### src/rtl/flash_pkg.sv
// Shared types and constants for the SPI NOR flash read arbiter.
// Holds the FSM state enum, port IDs, READ opcode and bit counts.
package flash_pkg;

    typedef enum logic [2:0] {
        ST_IDLE,
        ST_CMD,
        ST_ADDR,
        ST_DATA,
        ST_DONE
    } state_t;

    typedef enum logic {
        PORT_IF = 1'b0,
        PORT_LD = 1'b1
    } port_t;

    localparam logic [7:0] CMD_READ  = 8'h03;
    localparam int         CMD_BITS  = 8;
    localparam int         ADDR_BITS = 24;
    localparam int         DATA_BITS = 32;
    localparam int         CNT_W     = 6;

    // Flash returns byte 0 first; it lands in the low byte of the word.
    function automatic logic [31:0] le_word(input logic [31:0] rx);
        return {rx[7:0], rx[15:8], rx[23:16], rx[31:24]};
    endfunction

endpackage

### src/rtl/flash_spi_shifter.sv
// Mode-0 SPI bit engine: divider, SCK, TX/RX shift registers, bit count.
// A start in the done cycle chains the next field with no gap in SCK.
module flash_spi_shifter
    import flash_pkg::*;
#(
    parameter int CLK_DIV = 1
) (
    input  logic             clk,
    input  logic             rst_n,
    input  logic             start,
    input  logic [CNT_W-1:0] tx_bits,
    input  logic [31:0]      tx_data,
    output logic             done,
    output logic             active,
    output logic [31:0]      rx_data,
    output logic             spi_sck,
    output logic             spi_mosi,
    input  logic             spi_miso
);

    localparam int DW = (CLK_DIV > 1) ? $clog2(CLK_DIV) : 1;
    localparam logic [DW-1:0] DIV_MAX = DW'(CLK_DIV - 1);

    logic             r_active;
    logic             r_sck;
    logic [DW-1:0]    r_div;
    logic [CNT_W-1:0] r_cnt;
    logic [31:0]      r_tx;
    logic [31:0]      r_rx;
    logic             w_edge;
    logic             w_last;

    assign w_edge   = r_active && (r_div == DIV_MAX);
    assign w_last   = r_cnt == CNT_W'(1);
    assign done     = w_edge && r_sck && w_last;
    assign active   = r_active;
    assign rx_data  = r_rx;
    assign spi_sck  = r_sck;
    assign spi_mosi = r_tx[31];

    // Half-period divider; sample MISO on rise, shift TX on fall.
    always_ff @(posedge clk or negedge rst_n) begin
        if (!rst_n) begin
            r_active <= 1'b0;
            r_sck    <= 1'b0;
            r_div    <= '0;
            r_cnt    <= '0;
            r_tx     <= '0;
            r_rx     <= '0;
        end else if (!r_active) begin
            if (start) begin
                r_active <= 1'b1;
                r_sck    <= 1'b0;
                r_div    <= '0;
                r_cnt    <= tx_bits;
                r_tx     <= tx_data;
            end
        end else if (w_edge) begin
            r_div <= '0;
            if (!r_sck) begin
                r_sck <= 1'b1;
                r_rx  <= {r_rx[30:0], spi_miso};
            end else begin
                r_sck <= 1'b0;
                if (done && start) begin
                    r_cnt <= tx_bits;
                    r_tx  <= tx_data;
                end else begin
                    r_cnt <= r_cnt - CNT_W'(1);
                    r_tx  <= {r_tx[30:0], 1'b0};
                    if (done) begin
                        r_active <= 1'b0;
                    end
                end
            end
        end else begin
            r_div <= r_div + DW'(1);
        end
    end

endmodule

### src/rtl/flash_read_arbiter.sv
// Shares one SPI NOR flash between fetch and load ports.
// Each grant issues READ 0x03 + 24-bit address and returns one LE word.
module flash_read_arbiter
    import flash_pkg::*;
#(
    parameter int CLK_DIV = 1,
    parameter int ADDR_W  = 24
) (
    input  logic              clk,
    input  logic              rst_n,
    input  logic              if_req,
    input  logic [ADDR_W-1:0] if_addr,
    output logic              if_ack,
    input  logic              ld_req,
    input  logic [ADDR_W-1:0] ld_addr,
    output logic              ld_ack,
    output logic [31:0]       rdata,
    output logic              busy,
    output logic              spi_csb,
    output logic              spi_sck,
    output logic              spi_mosi,
    input  logic              spi_miso
);

    localparam int AW = (ADDR_W < ADDR_BITS) ? ADDR_W : ADDR_BITS;

    state_t           r_state;
    port_t            r_port;
    port_t            r_last;
    logic [23:0]      r_addr;
    logic             r_if_ack;
    logic             r_ld_ack;
    logic             r_busy;
    logic             r_csb;
    logic [31:0]      r_rdata;

    logic             w_any;
    logic             w_grant_ld;
    logic [ADDR_W-1:0] w_sel_addr;
    logic [23:0]      w_addr_ext;
    logic             w_start;
    logic [CNT_W-1:0] w_tx_bits;
    logic [31:0]      w_tx_data;
    logic             w_done;
    logic             w_active;
    logic [31:0]      w_rx;

    assign if_ack  = r_if_ack;
    assign ld_ack  = r_ld_ack;
    assign rdata   = r_rdata;
    assign busy    = r_busy;
    assign spi_csb = r_csb;

    // Round-robin pick: on a tie the port not served last wins.
    always_comb begin
        w_any      = if_req | ld_req;
        w_grant_ld = ld_req && (!if_req || (r_last == PORT_IF));
        w_sel_addr = w_grant_ld ? ld_addr : if_addr;
        w_addr_ext = '0;
        w_addr_ext[AW-1:0] = w_sel_addr[AW-1:0];
        w_addr_ext[1:0] = 2'b00;
    end

    // Field sequencing: each field is loaded as the previous one ends.
    always_comb begin
        w_start   = 1'b0;
        w_tx_bits = '0;
        w_tx_data = '0;
        case (r_state)
            ST_IDLE: begin
                w_start   = w_any;
                w_tx_bits = CNT_W'(CMD_BITS);
                w_tx_data = {CMD_READ, 24'h0};
            end
            ST_CMD: begin
                w_start   = w_done;
                w_tx_bits = CNT_W'(ADDR_BITS);
                w_tx_data = {r_addr, 8'h00};
            end
            ST_ADDR: begin
                w_start   = w_done;
                w_tx_bits = CNT_W'(DATA_BITS);
                w_tx_data = '0;
            end
            default: ;
        endcase
    end

    // Transaction FSM with registered acks, busy, chip select and data.
    always_ff @(posedge clk or negedge rst_n) begin
        if (!rst_n) begin
            r_state  <= ST_IDLE;
            r_port   <= PORT_IF;
            r_last   <= PORT_IF;
            r_addr   <= '0;
            r_if_ack <= 1'b0;
            r_ld_ack <= 1'b0;
            r_busy   <= 1'b0;
            r_csb    <= 1'b1;
            r_rdata  <= '0;
        end else begin
            case (r_state)
                ST_IDLE: begin
                    if (w_any) begin
                        r_port  <= w_grant_ld ? PORT_LD : PORT_IF;
                        r_addr  <= w_addr_ext;
                        r_busy  <= 1'b1;
                        r_csb   <= 1'b0;
                        r_state <= ST_CMD;
                    end
                end
                ST_CMD: begin
                    if (w_done) begin
                        r_state <= ST_ADDR;
                    end
                end
                ST_ADDR: begin
                    if (w_done) begin
                        r_state <= ST_DATA;
                    end
                end
                ST_DATA: begin
                    if (!w_active) begin
                        r_csb    <= 1'b1;
                        r_if_ack <= (r_port == PORT_IF);
                        r_ld_ack <= (r_port == PORT_LD);
                        r_rdata  <= le_word(w_rx);
                        r_state  <= ST_DONE;
                    end
                end
                ST_DONE: begin
                    r_if_ack <= 1'b0;
                    r_ld_ack <= 1'b0;
                    r_busy   <= 1'b0;
                    r_last   <= r_port;
                    r_state  <= ST_IDLE;
                end
                default: r_state <= ST_IDLE;
            endcase
        end
    end

    flash_spi_shifter #(
        .CLK_DIV (CLK_DIV)
    ) u_shifter (
        .clk      (clk),
        .rst_n    (rst_n),
        .start    (w_start),
        .tx_bits  (w_tx_bits),
        .tx_data  (w_tx_data),
        .done     (w_done),
        .active   (w_active),
        .rx_data  (w_rx),
        .spi_sck  (spi_sck),
        .spi_mosi (spi_mosi),
        .spi_miso (spi_miso)
    );

endmodule
### config.mk
export PLATFORM = sky130hd
export DESIGN_NAME = flash_read_arbiter
export DESIGN_NICKNAME = d
export VERILOG_FILES = /design/src/rtl/flash_pkg.sv /design/src/rtl/flash_spi_shifter.sv /design/src/rtl/flash_read_arbiter.sv
export SDC_FILE = /design/constraint.sdc
export NUM_CORES = 1
export LEC_CHECK = 0
export ABC_AREA = 1
export CAP_MARGIN = 25
export CORE_MARGIN = 3
export CORE_UTILIZATION = 45
export CTS_BUF_LIST = sky130_fd_sc_hd__clkbuf_2 sky130_fd_sc_hd__clkbuf_4 sky130_fd_sc_hd__clkbuf_8
export CTS_CLUSTER_SIZE = 10
export DETAILED_ROUTE_END_ITERATION = 7
export HOLD_SLACK_MARGIN = 0.15
export PLACE_DENSITY = 0.76
export SYNTH_ARGS = -nofsm -noshare
export SYNTH_HDL_FRONTEND = slang
export SYNTH_HIERARCHICAL = 1
export SYNTH_SLANG_ARGS = --single-unit
### constraint.sdc
create_clock -name clk -period 1.9 [get_ports clk]
set_input_delay 0.38 -clock clk [delete_from_list [all_inputs] [get_ports clk]]
set_output_delay 0.38 -clock clk [all_outputs]
set_load 0.01 [all_outputs]
==> Word-level counts from Yosys, hierarchy flattened <==
Index checks and enable logic that the tools add are counted.
{ "word_totals": {"reg_bits": 136, "inputBits": 53} }
{ "classes": {"n_addsub": 2, "n_eq_ne": 11, "mux": 41, "bitwise_logic": 6, "n_reduce_logical": 22} }
{ "op_table": {"columns": ["cell", "n"], "rows": [
  ["2-to-1 mux 32 bit", 5],
  ["one-hot mux 32 bit (2 select lines)", 1],
  ["2-to-1 mux 6 bit", 5],
  ["2-to-1 mux 24 bit", 1],
  ["2-to-1 mux 1 bit", 18],
  ["one-hot mux 6 bit (3 select lines)", 1],
  ["2-to-1 mux 3 bit", 4],
  ["one-hot mux 3 bit (4 select lines)", 1],
  ["one-hot mux 1 bit (2 select lines)", 5],
  ["AND reduction 2 bit", 5],
  ["AND reduction 3 bit", 3],
  ["inequality test 2 bit (second input constant)", 4],
  ["nonzero test 2 bit", 4],
  ["== test 3 x 2 -> 1 bit (second input constant)", 2],
  ["== test 6 x 1 -> 1 bit (second input constant)", 1],
  ["subtractor 6 x 1 -> 6 bit (second input constant)", 1],
  ["logical AND 1 bit", 5],
  ["inverter 1 bit", 5],
  ["inequality test 2 x 1 -> 1 bit (second input constant)", 2],
  ["AND reduction 4 bit", 1],
  ["== test 3 x 1 -> 1 bit (second input constant)", 1],
  ["== test 3 bit (second input constant)", 1],
  ["zero test 3 bit", 1],
  ["OR reduction 2 bit", 1],
  ["other kinds (4)", 4]
]} }

==> Logic depth before layout (Yosys ltp) <==
Gate-level depths: netlist (run 1).
{ "depth": {"ltp_word": 10, "ltp_mapped": 13, "depth_no_buf": 11} }

==> Hierarchy <==
Netlist (run 1), hierarchy kept.
{ "by_module_without_submodules": {"columns": ["module", "n_inst", "cells_per_inst", "area_each_um2", "seq_area_each_um2"], "rows": [
  ["flash_spi_shifter", 1, 401, 3564.7, 1826.8],
  ["flash_read_arbiter", 1, 356, 2885.3, 1577.8]
]} }

==> Least setup slack after synthesis (run 1) <==
OpenSTA, ideal clock, no wires.
{ "synth_timing": {"path_type": "register to register", "startpoint": "reg u_shifter.r_cnt[1]", "endpoint": "reg u_shifter.r_tx[31]", "setup_time_ps": 117, "arrival_ps": 1892, "required_time_ps": 1783, "slack_ps": -109, "path_stages_with_launch": 13, "synth_period_minus_slack_ps": 2009, "path_cell_list": "dfrtp_1 inv_1 ha_1 nand2_1 nor4_1 o21ai_0 nand2_1 inv_1 o21ai_2 inv_2 buf_2 nand2_1 nand2_1"} }
{ "synth_via": {"elab_chain_len": 8, "word_cells_on_any_way": 10} }
{ "synth_lines": {"columns": ["item", "line", "rtl"], "rows": [
  ["start, declared", "flash_spi_shifter.sv:27", "logic [CNT_W-1:0] r_cnt;"],
  ["start signal, assigned", "flash_spi_shifter.sv:55", "r_cnt <= tx_bits;"],
  ["start signal, assigned", "flash_spi_shifter.sv:66", "r_cnt <= tx_bits;"],
  ["start signal, assigned", "flash_spi_shifter.sv:69", "r_cnt <= r_cnt - CNT_W'(1);"],
  ["== test 6 x 1 -> 1 bit *", "flash_spi_shifter.sv:34", "assign w_last = r_cnt == CNT_W'(1);"],
  ["logical AND 1 bit *", "flash_spi_shifter.sv:35", "assign done = w_edge && r_sck && w_last;"],
  ["via w_done", "flash_read_arbiter.sv:44", "logic w_done;"],
  ["one-hot mux 1 bit (2 select lines) *", "flash_read_arbiter.sv:69", "case (r_state)"],
  ["via w_start", "flash_read_arbiter.sv:41", "logic w_start;"],
  ["logical AND 1 bit", "flash_spi_shifter.sv:65", "if (done && start) begin"],
  ["2-to-1 mux 32 bit", "flash_spi_shifter.sv:65", null],
  ["2-to-1 mux 32 bit", "flash_spi_shifter.sv:60", "if (!r_sck) begin"],
  ["2-to-1 mux 32 bit", "flash_spi_shifter.sv:58", "end else if (w_edge) begin"],
  ["2-to-1 mux 32 bit", "flash_spi_shifter.sv:50", "end else if (!r_active) begin"],
  ["end signal, assigned", "flash_spi_shifter.sv:56", "r_tx <= tx_data;"],
  ["end signal, assigned", "flash_spi_shifter.sv:67", "r_tx <= tx_data;"],
  ["end signal, assigned", "flash_spi_shifter.sv:70", "r_tx <= {r_tx[30:0], 1'b0};"],
  ["end, declared", "flash_spi_shifter.sv:28", "logic [31:0] r_tx;"]
]} }
The timed path passes the listed nets; every way through them passes the cells marked *. The select of a mux whose other input is x is not followed.
A chain may end at the register's enable or synchronous reset.

==> Final worst setup path (run 1) <==
{ "layout_timing": {"startpoint": "reg u_shifter.r_cnt[1]", "endpoint": "reg u_shifter.r_cnt[2]"} }
{ "layout_via": {"elab_chain_len": 8, "word_cells_on_any_way": 11} }
{ "layout_lines": {"columns": ["item", "line"], "rows": [
  ["== test 6 x 1 -> 1 bit *", "flash_spi_shifter.sv:34"],
  ["logical AND 1 bit *", "flash_spi_shifter.sv:35"],
  ["via w_done", "flash_read_arbiter.sv:44"],
  ["one-hot mux 1 bit (2 select lines) *", "flash_read_arbiter.sv:69"],
  ["via w_start", "flash_read_arbiter.sv:41"],
  ["logical AND 1 bit", "flash_spi_shifter.sv:65"],
  ["2-to-1 mux 6 bit", "flash_spi_shifter.sv:65"],
  ["2-to-1 mux 6 bit", "flash_spi_shifter.sv:60"],
  ["2-to-1 mux 6 bit", "flash_spi_shifter.sv:58"],
  ["2-to-1 mux 6 bit", "flash_spi_shifter.sv:50"]
]} }
Marked as above.

==> results of run 1 <==
## state kept, by name, summed over array words and instances (netlist names)
| signal | cells |
|---|---|
| u_shifter/active | 1 |
| spi_csb | 1 |
| u_shifter/rx_data | 32 |
| if_ack | 1 |
| r_last | 1 |
| r_addr | 22 |
| u_shifter/spi_sck | 1 |
| r_port | 1 |
| u_shifter/r_cnt | 6 |
| r_state | 3 |
| u_shifter/r_div | 1 |
| rdata | 32 |
| ld_ack | 1 |
| busy | 1 |
| u_shifter/r_tx | 32 |
## power breakdown
part	switching, W	internal [W]
logic	0.00236	0.00207
registers	0.000550	0.00388
clock network	0.00118	0.00120
total	0.00408	0.00715
## layout by cell type, fill, tap and decap left out, drive strengths merged
cell type and instances:
o211ai 20, dfstp 1, o21a 2, mux2 30
dlygate4sd2 1, clkdlybuf4s50 84, nor4 1, inv 102
nand2 264, nor2 35, nor3 2, o21ai 30
dfrtp 135, ha 2, bufinv 2, conb 13
nand3b 30, dlygate4sd3 1, nand4 2, a21oi 2
nand3 59, clkinv 6, buf 49, xnor2 1
clkbuf 24, clkinvlp 4
## layer usage
metal  wire length, um  vias up  GRT usage  share of wire
met2              7460      141      0.296           0.50
met4               225        0     0.0612          0.015
li1                  -     2621          -              -
met3               773       20     0.0509          0.052
met1              6550     2505      0.227           0.44
met5                 0        -          0              0
## through the flow
step           cells  utilization  setup WS, ns  area [um^2]  hold WS (ns)
2_1_floorplan    769            -        0.0481         6500        0.0844
3_3_place_gp    1034        0.551        -0.341         7680         0.338
6_report        1082        0.606        -0.101         8450         0.437
3_5_place_dp    1034        0.551        -0.385         7680         0.341
4_1_cts         1073        0.585       -0.0171         8150         0.430
5_1_grt         1082        0.606        -0.196         8450         0.455
## worst max-delay path by stage
stage / from / to / slack (ns) / depth (start not counted)
floorplan: u_shifter/active / u_shifter/r_tx[31] / 0.05 / 11
global placement: ld_req / u_shifter/r_tx[31] / -0.34 / 10
detailed placement: ld_req / u_shifter/r_tx[21] / -0.38 / 10
CTS: u_shifter/r_cnt[1] / u_shifter/r_tx[19] / -0.02 / 12
global route: u_shifter/r_cnt[1] / u_shifter/r_tx[12] / -0.20 / 13
finish: u_shifter/r_cnt[1] / u_shifter/r_cnt[2] / -0.10 / 13
## area by class of cell
| cell class | count | area (um^2) |
|---|---|---|
| multi-input combinational | 493 | 2560 |
| clock inverter | 14 | 149 |
| sequential | 136 | 3400 |
| clock buffer | 18 | 248 |
| tap | 180 | 225 |
| fill | 1142 | 5480 |
| timing repair buffer | 141 | 1480 |
| inverter | 100 | 383 |
## critical path, stage by stage, from the launching register on
cell and delay [ns]:
dfrtp_1 0.40, inv_2 0.09, ha_4 0.14, nand2_4 0.06, nor4_4 0.31, o21ai_2 0.11
nand2_2 0.12, inv_2 0.05, o21ai_2 0.11, buf_6 0.17, inv_8 0.06, clkbuf_16 0.15
nand2_1 0.06, nand2_1 0.06
## cell families after synthesis
family / synth area share
XOR/XNOR: 0.00136
other: 0.000581
adder cells (fa/ha/maj): 0.00388
multiplexers: 0.0524
AND/OR/NAND/NOR: 0.266
AO/OA/AOI/OAI: 0.0510
buffers and inverters: 0.0970
flip-flops: 0.528
## what timing repair did
| item | in CTS | in global routing |
|---|---|---|
| gates resized for setup | 6 | 31 |
| endpoints found under the hold margin | 43 | 0 |
| endpoints found under the setup margin | 39 | 40 |
| buffers inserted | 6 | 1 |
| gates cloned | 0 | 9 |
| pin swaps | 0 | 5 |
| hold buffers | 1 | 0 |
==> run_results.csv, run 1 <==
group,metric,value,unit
critical_path,worst-r2r-cell-count,13,
synth,synth_seq_area_share,0.528,
worst_hold_path,min_path_type,"input pin to async pin",
clock_network,htree_levels,4,
critical_path,end_kind,"flip-flop",
timing,layout_min_cycle_time,2.00,ns
floorplan,rows,43,
synth,yosys.area.top_type,"dfrtp_1",
outcome,violations,"negative setup slack",
timing,tightest_slew,0.537,ns
clock_network,cts-buffers-inserted,17,
floorplan,io_pins,91,
synth,synth_edf_count,0,
critical_path,path_max_fanout,7,
synth,synth.avg_cell_area,8.52,um^2
synth,yosysWarnings,6,
floorplan,fp.dieW,126,um
synth,ys_ff_latch,136,
outcome,status,"complete, but fails checks",
timing,worst_slack,-0.101,ns
route,drt_wl_total,15000,um
final_layout,final_nets,944,
synth,yosysTopAreaCellShare,0.524,
route,postRouteAntennaNets,0,
floorplan,die_height,126,um
clock_network,worst_skew_pair.late_latency,0.45,ns
route,drt_iter0_drc,363,
clock_network,clockBufferDepth,2,
global_route,grt_pass1_wl,23600,um
floorplan,dieArea,0.0158,mm^2
route,wl_per_cell,13.9,um
timing,skew,0.00864,ns
final_layout,area_growth_syn_to_layout,31.0,%
synth,synthTopCellsByCount,"nand2_1 (261), dfrtp_1 (135), inv_1 (98)",
synth,yosysUniqueCellTypes,30,
floorplan,coreArea,0.0139,mm^2
critical_path,criticalPathCategory,"flip-flop to flip-flop",
global_route,grt-ovfl-total,0,
timing,clock.fmax,500,MHz
critical_path,worstReg2RegEnd,"u_shifter/r_cnt[2]",
synth,synthArstFlopShare,1.00,
global_route,grt_antenna_before_repair,0,
timing,maxSlewViolCount,0,
power,power.leakage,4.26,nW
timing,period_share,1.05,
critical_path,cp-start-kind,"flip-flop",
global_route,grt_max_degree,49,
global_route,grt_usage,0.179,
route,dr.pass1.iters,5,
clock_network,cts-root-buf,"clkbuf_8",
critical_path,arrival,2.34,ns
critical_path,worstReg2RegStart,"u_shifter/r_cnt[1]",
clock_network,cts_tree,"done",
power,irDropWorstVdd,0.000768,V
placement,gp_congestion,0.799,
clock_network,clock-sinks,136,
timing,maxSlewHeadroom,0.642,
power,powerDensity,1330,mW/mm^2
clock_network,clk_pin_slew_worst_paths,0.08,ns
floorplan,initial_utilization,0.463,
synth,synthTopCellsByArea,"dfrtp_1 (52%), nand2_1 (15%), inv_1 (5.7%)",
power,total_power,0.0112,W
synth,synth_ff_type,"dfrtp_1",
critical_path,crit_required,2.23,ns
synth,yosysMostFrequentCell,"nand2_1",
timing,rsz0062_at_grt,"yes",
global_route,grt_pass1_vias,5202,
final_layout,layout-drive-gt1-share,0.160,
timing,setup_viol,38,
job,cap_violations,0,
timing,hold_viol_final,0,
timing,fin_setup_tns,-2.84,ns
route,drc_errors,0,
final_layout,n_antenna_cell,0,
placement,place_hpwl,8880,um
critical_path,ff2ff_setup_slack,-0.10,ns
synth,netlist_area,0.00645,mm^2
synth,synth_cells,757,
route,avgViaCountPerCell,4.89,
route,via_count,5287,
placement,io_buffers,86,
(Power assumes the default switching activity.)
==> inputs of run 2 (changes only) <==
--- a/config.mk
+++ b/config.mk
@@ -10,6 +10,7 @@
 export CORE_MARGIN = 3
 export CORE_UTILIZATION = 45
 export CTS_BUF_LIST = sky130_fd_sc_hd__clkbuf_2 sky130_fd_sc_hd__clkbuf_4 sky130_fd_sc_hd__clkbuf_8
+export CTS_CLUSTER_DIAMETER = 150
 export CTS_CLUSTER_SIZE = 10
 export DETAILED_ROUTE_END_ITERATION = 7
 export HOLD_SLACK_MARGIN = 0.15
==> results of run 2 <==
No change in the layout: final DEF, timing and power equal those of run 1.
==> inputs of run 3 (changes only) <==
--- a/config.mk
+++ b/config.mk
@@ -14,8 +14,7 @@
 export CTS_CLUSTER_SIZE = 10
 export DETAILED_ROUTE_END_ITERATION = 7
 export HOLD_SLACK_MARGIN = 0.15
-export PLACE_DENSITY = 0.76
+export PLACE_DENSITY = 0.78
 export SYNTH_ARGS = -nofsm -noshare
 export SYNTH_HDL_FRONTEND = slang
-export SYNTH_HIERARCHICAL = 1
 export SYNTH_SLANG_ARGS = --single-unit
==> run_results.csv, run 3 <==
group,metric,value,unit
clock_network,clockBufferDepth,2,
clock_network,worst_skew_pair.late_latency,0.45,ns
final_layout,final_common_cell,"nand2_1",
critical_path,end_kind,"output pin",
critical_path,worst_path_dominant_cell_family,"buffers and inverters",
global_route,grt_usage,0.199,
synth,synth_ff_type,"dfrtp_1",
timing,clock.fmax,564,MHz
global_route,grt_pass1_wl,22800,um
route,wl_per_cell,14.5,um
final_layout,finalInstanceArea,0.00725,mm^2
critical_path,arrival,1.39,ns
clock_network,cts-buffers-inserted,17,
synth,synthTopCellsByArea,"dfrtp_1 (55%), nand2_1 (10%), o21ai_0 (6.2%)",
power,power.leakage,3.48,nW
timing,layout_min_cycle_time,1.77,ns
placement,dpl_cell_area,0.00677,mm^2
floorplan,rows,40,
route,drt_iter0_drc,414,
synth,syn-num-nets,703,
global_route,grt_pass1_vias,4815,
critical_path,max_stage_delay,0.56,ns
critical_path,critPathBufInv,1,
placement,gp_congestion,0.824,
floorplan,io_pins,91,
route,postRouteAntennaNets,0,
outcome,status,"finished clean",
power,powerDensity,760,mW/mm^2
power,total_power,0.00551,W
placement,place_hpwl,9070,um
critical_path,crit_required,1.52,ns
synth,synth.avg_cell_area,8.78,um^2
clock_network,htree_levels,4,
timing,period_share,0.933,
synth,synthArstFlopShare,1.00,
final_layout,area_growth_syn_to_layout,27.4,%
global_route,grt_max_degree,66,
timing,skew,0.0132,ns
critical_path,crit_chain,"clkdlybuf4s50_1",
timing,maxSlewHeadroom,0.641,
critical_path,path_max_fanout,3,
placement,io_buffers,86,
synth,yosysUniqueCellTypes,34,
critical_path,cp-start-kind,"flip-flop",
synth,yosysTopAreaCellShare,0.550,
worst_hold_path,min_path_type,"input pin to async pin",
floorplan,coreArea,0.0122,mm^2
final_layout,nFillCells,979,
synth,ys_ff_latch,126,
floorplan,die_height,118,um
critical_path,slowest_stage,"clkdlybuf4s50_1",
final_layout,n_antenna_cell,0,
final_layout,final_nets,794,
route,dr.pass1.iters,5,
clock_network,clk_pin_slew_worst_paths,0.08,ns
synth,synthTopCellsByCount,"nand2_1 (158), dfrtp_1 (125), inv_1 (72)",
route,drt_wl_total,13300,um
clock_network,cts_tree,"done",
power,irDropWorstVdd,0.000559,V
route,via_count,4720,
synth,netlist_area,0.00569,mm^2
floorplan,dieArea,0.0140,mm^2
synth,yosysMostFrequentCell,"nand2_1",
clock_network,cts-root-buf,"clkbuf_8",
final_layout,layout-drive-gt1-share,0.113,
floorplan,initial_utilization,0.468,
synth,synth_cells,648,
synth,yosys.area.top_type,"dfrtp_1",
floorplan,fp.dieW,118,um
global_route,grt_antenna_before_repair,0,
timing,setup_viol,0,
route,avgViaCountPerCell,5.13,
job,cap_violations,0,
synth,synth_edf_count,0,
global_route,grt-ovfl-total,0,
critical_path,criticalPathCategory,"flip-flop to output pin",
timing,maxSlewViolCount,0,
final_layout,final_cell_mix,"nand2_1 (157), dfrtp_1 (125), clkdlybuf4s50_1 (84)",
timing,hold_viol_final,0,
synth,yosysWarnings,0,
final_layout,fin_util,0.596,
timing,rsz0062_at_grt,"no",
synth,synth_seq_area_share,0.554,
timing,tightest_slew,0.539,ns
clock_network,clock-sinks,126,
route,drc_errors,0,
[run 3: kinds of logic (layout without fill, tap and decap cells)]
logic type               after synthesis  after routing  share of synthesized area
XOR/XNOR                               4              4                    0.00616
buffers and inverters                115            219                     0.0941
AO/OA/AOI/OAI                        124            124                      0.115
adder cells (fa/ha/maj)                2              2                    0.00440
AND/OR/NAND/NOR                      277            277                      0.226
flip-flops                           126            126                      0.554
[run 3: stage by stage]
stage	TNS (ns)	setup WS, ns	std cells	hold slack [ns]
2_1_floorplan	0	0.390	648	0.0844
3_3_place_gp	0	0.00217	886	0.386
3_5_place_dp	-0.459	-0.0532	886	0.389
4_1_cts	0	0.00633	919	0.451
5_1_grt	0	0.00724	920	0.492
6_report	0	0.128	920	0.461
[run 3: path summary, 6_finish.rpt]
check	startpoint	endpoint	slack (ns)	cells after the start
setup / recovery	u_shifter.spi_sck	spi_sck	0.13	1
hold / removal	rst_n	rdata[31]	0.46	2
setup reg to reg	r_state[1]	rdata[9]	0.14	8
hold reg to reg	spi_csb	spi_csb	0.47	2
max in group asynchronous	rst_n	rdata[3]	0.82	3
min in group clk	spi_csb	spi_csb	0.47	2
[run 3: final cells by class]
type	instances	area (um^2)	area share
Sequential cell	126	3150	0.435
Multi-Input combinational cell	407	2030	0.279
Timing Repair Buffer	111	1130	0.157
Inverter	76	285	0.0394
Clock buffer	19	262	0.0361
Tap cell	168	210	0.0290
Clock inverter	13	178	0.0245
[run 3: report_power, final]
part           switching (W)  internal [W]  leakage, nW
clock network        0.00116       0.00140        0.216
registers          0.0000154       0.00271         1.66
logic               0.000111      0.000114         1.60
[run 3: layer usage]
layer | routed length [um] | vias up | GRT usage
li1 | - | 2277 | -
met1 | 5730 | 2290 | 0.251
met2 | 6580 | 124 | 0.321
met3 | 676 | 29 | 0.0550
met4 | 318 | 0 | 0.0905
met5 | 0 | - | 0
[run 3: repair_timing]
item / in CTS / in global routing
pin swaps: 0 / 2
setup buffers: 0 / 1
hold buffers: 1 / 0
endpoints found under the setup margin: 2 / 27
resized for setup: 2 / 5
endpoints found under the hold margin: 35 / 0
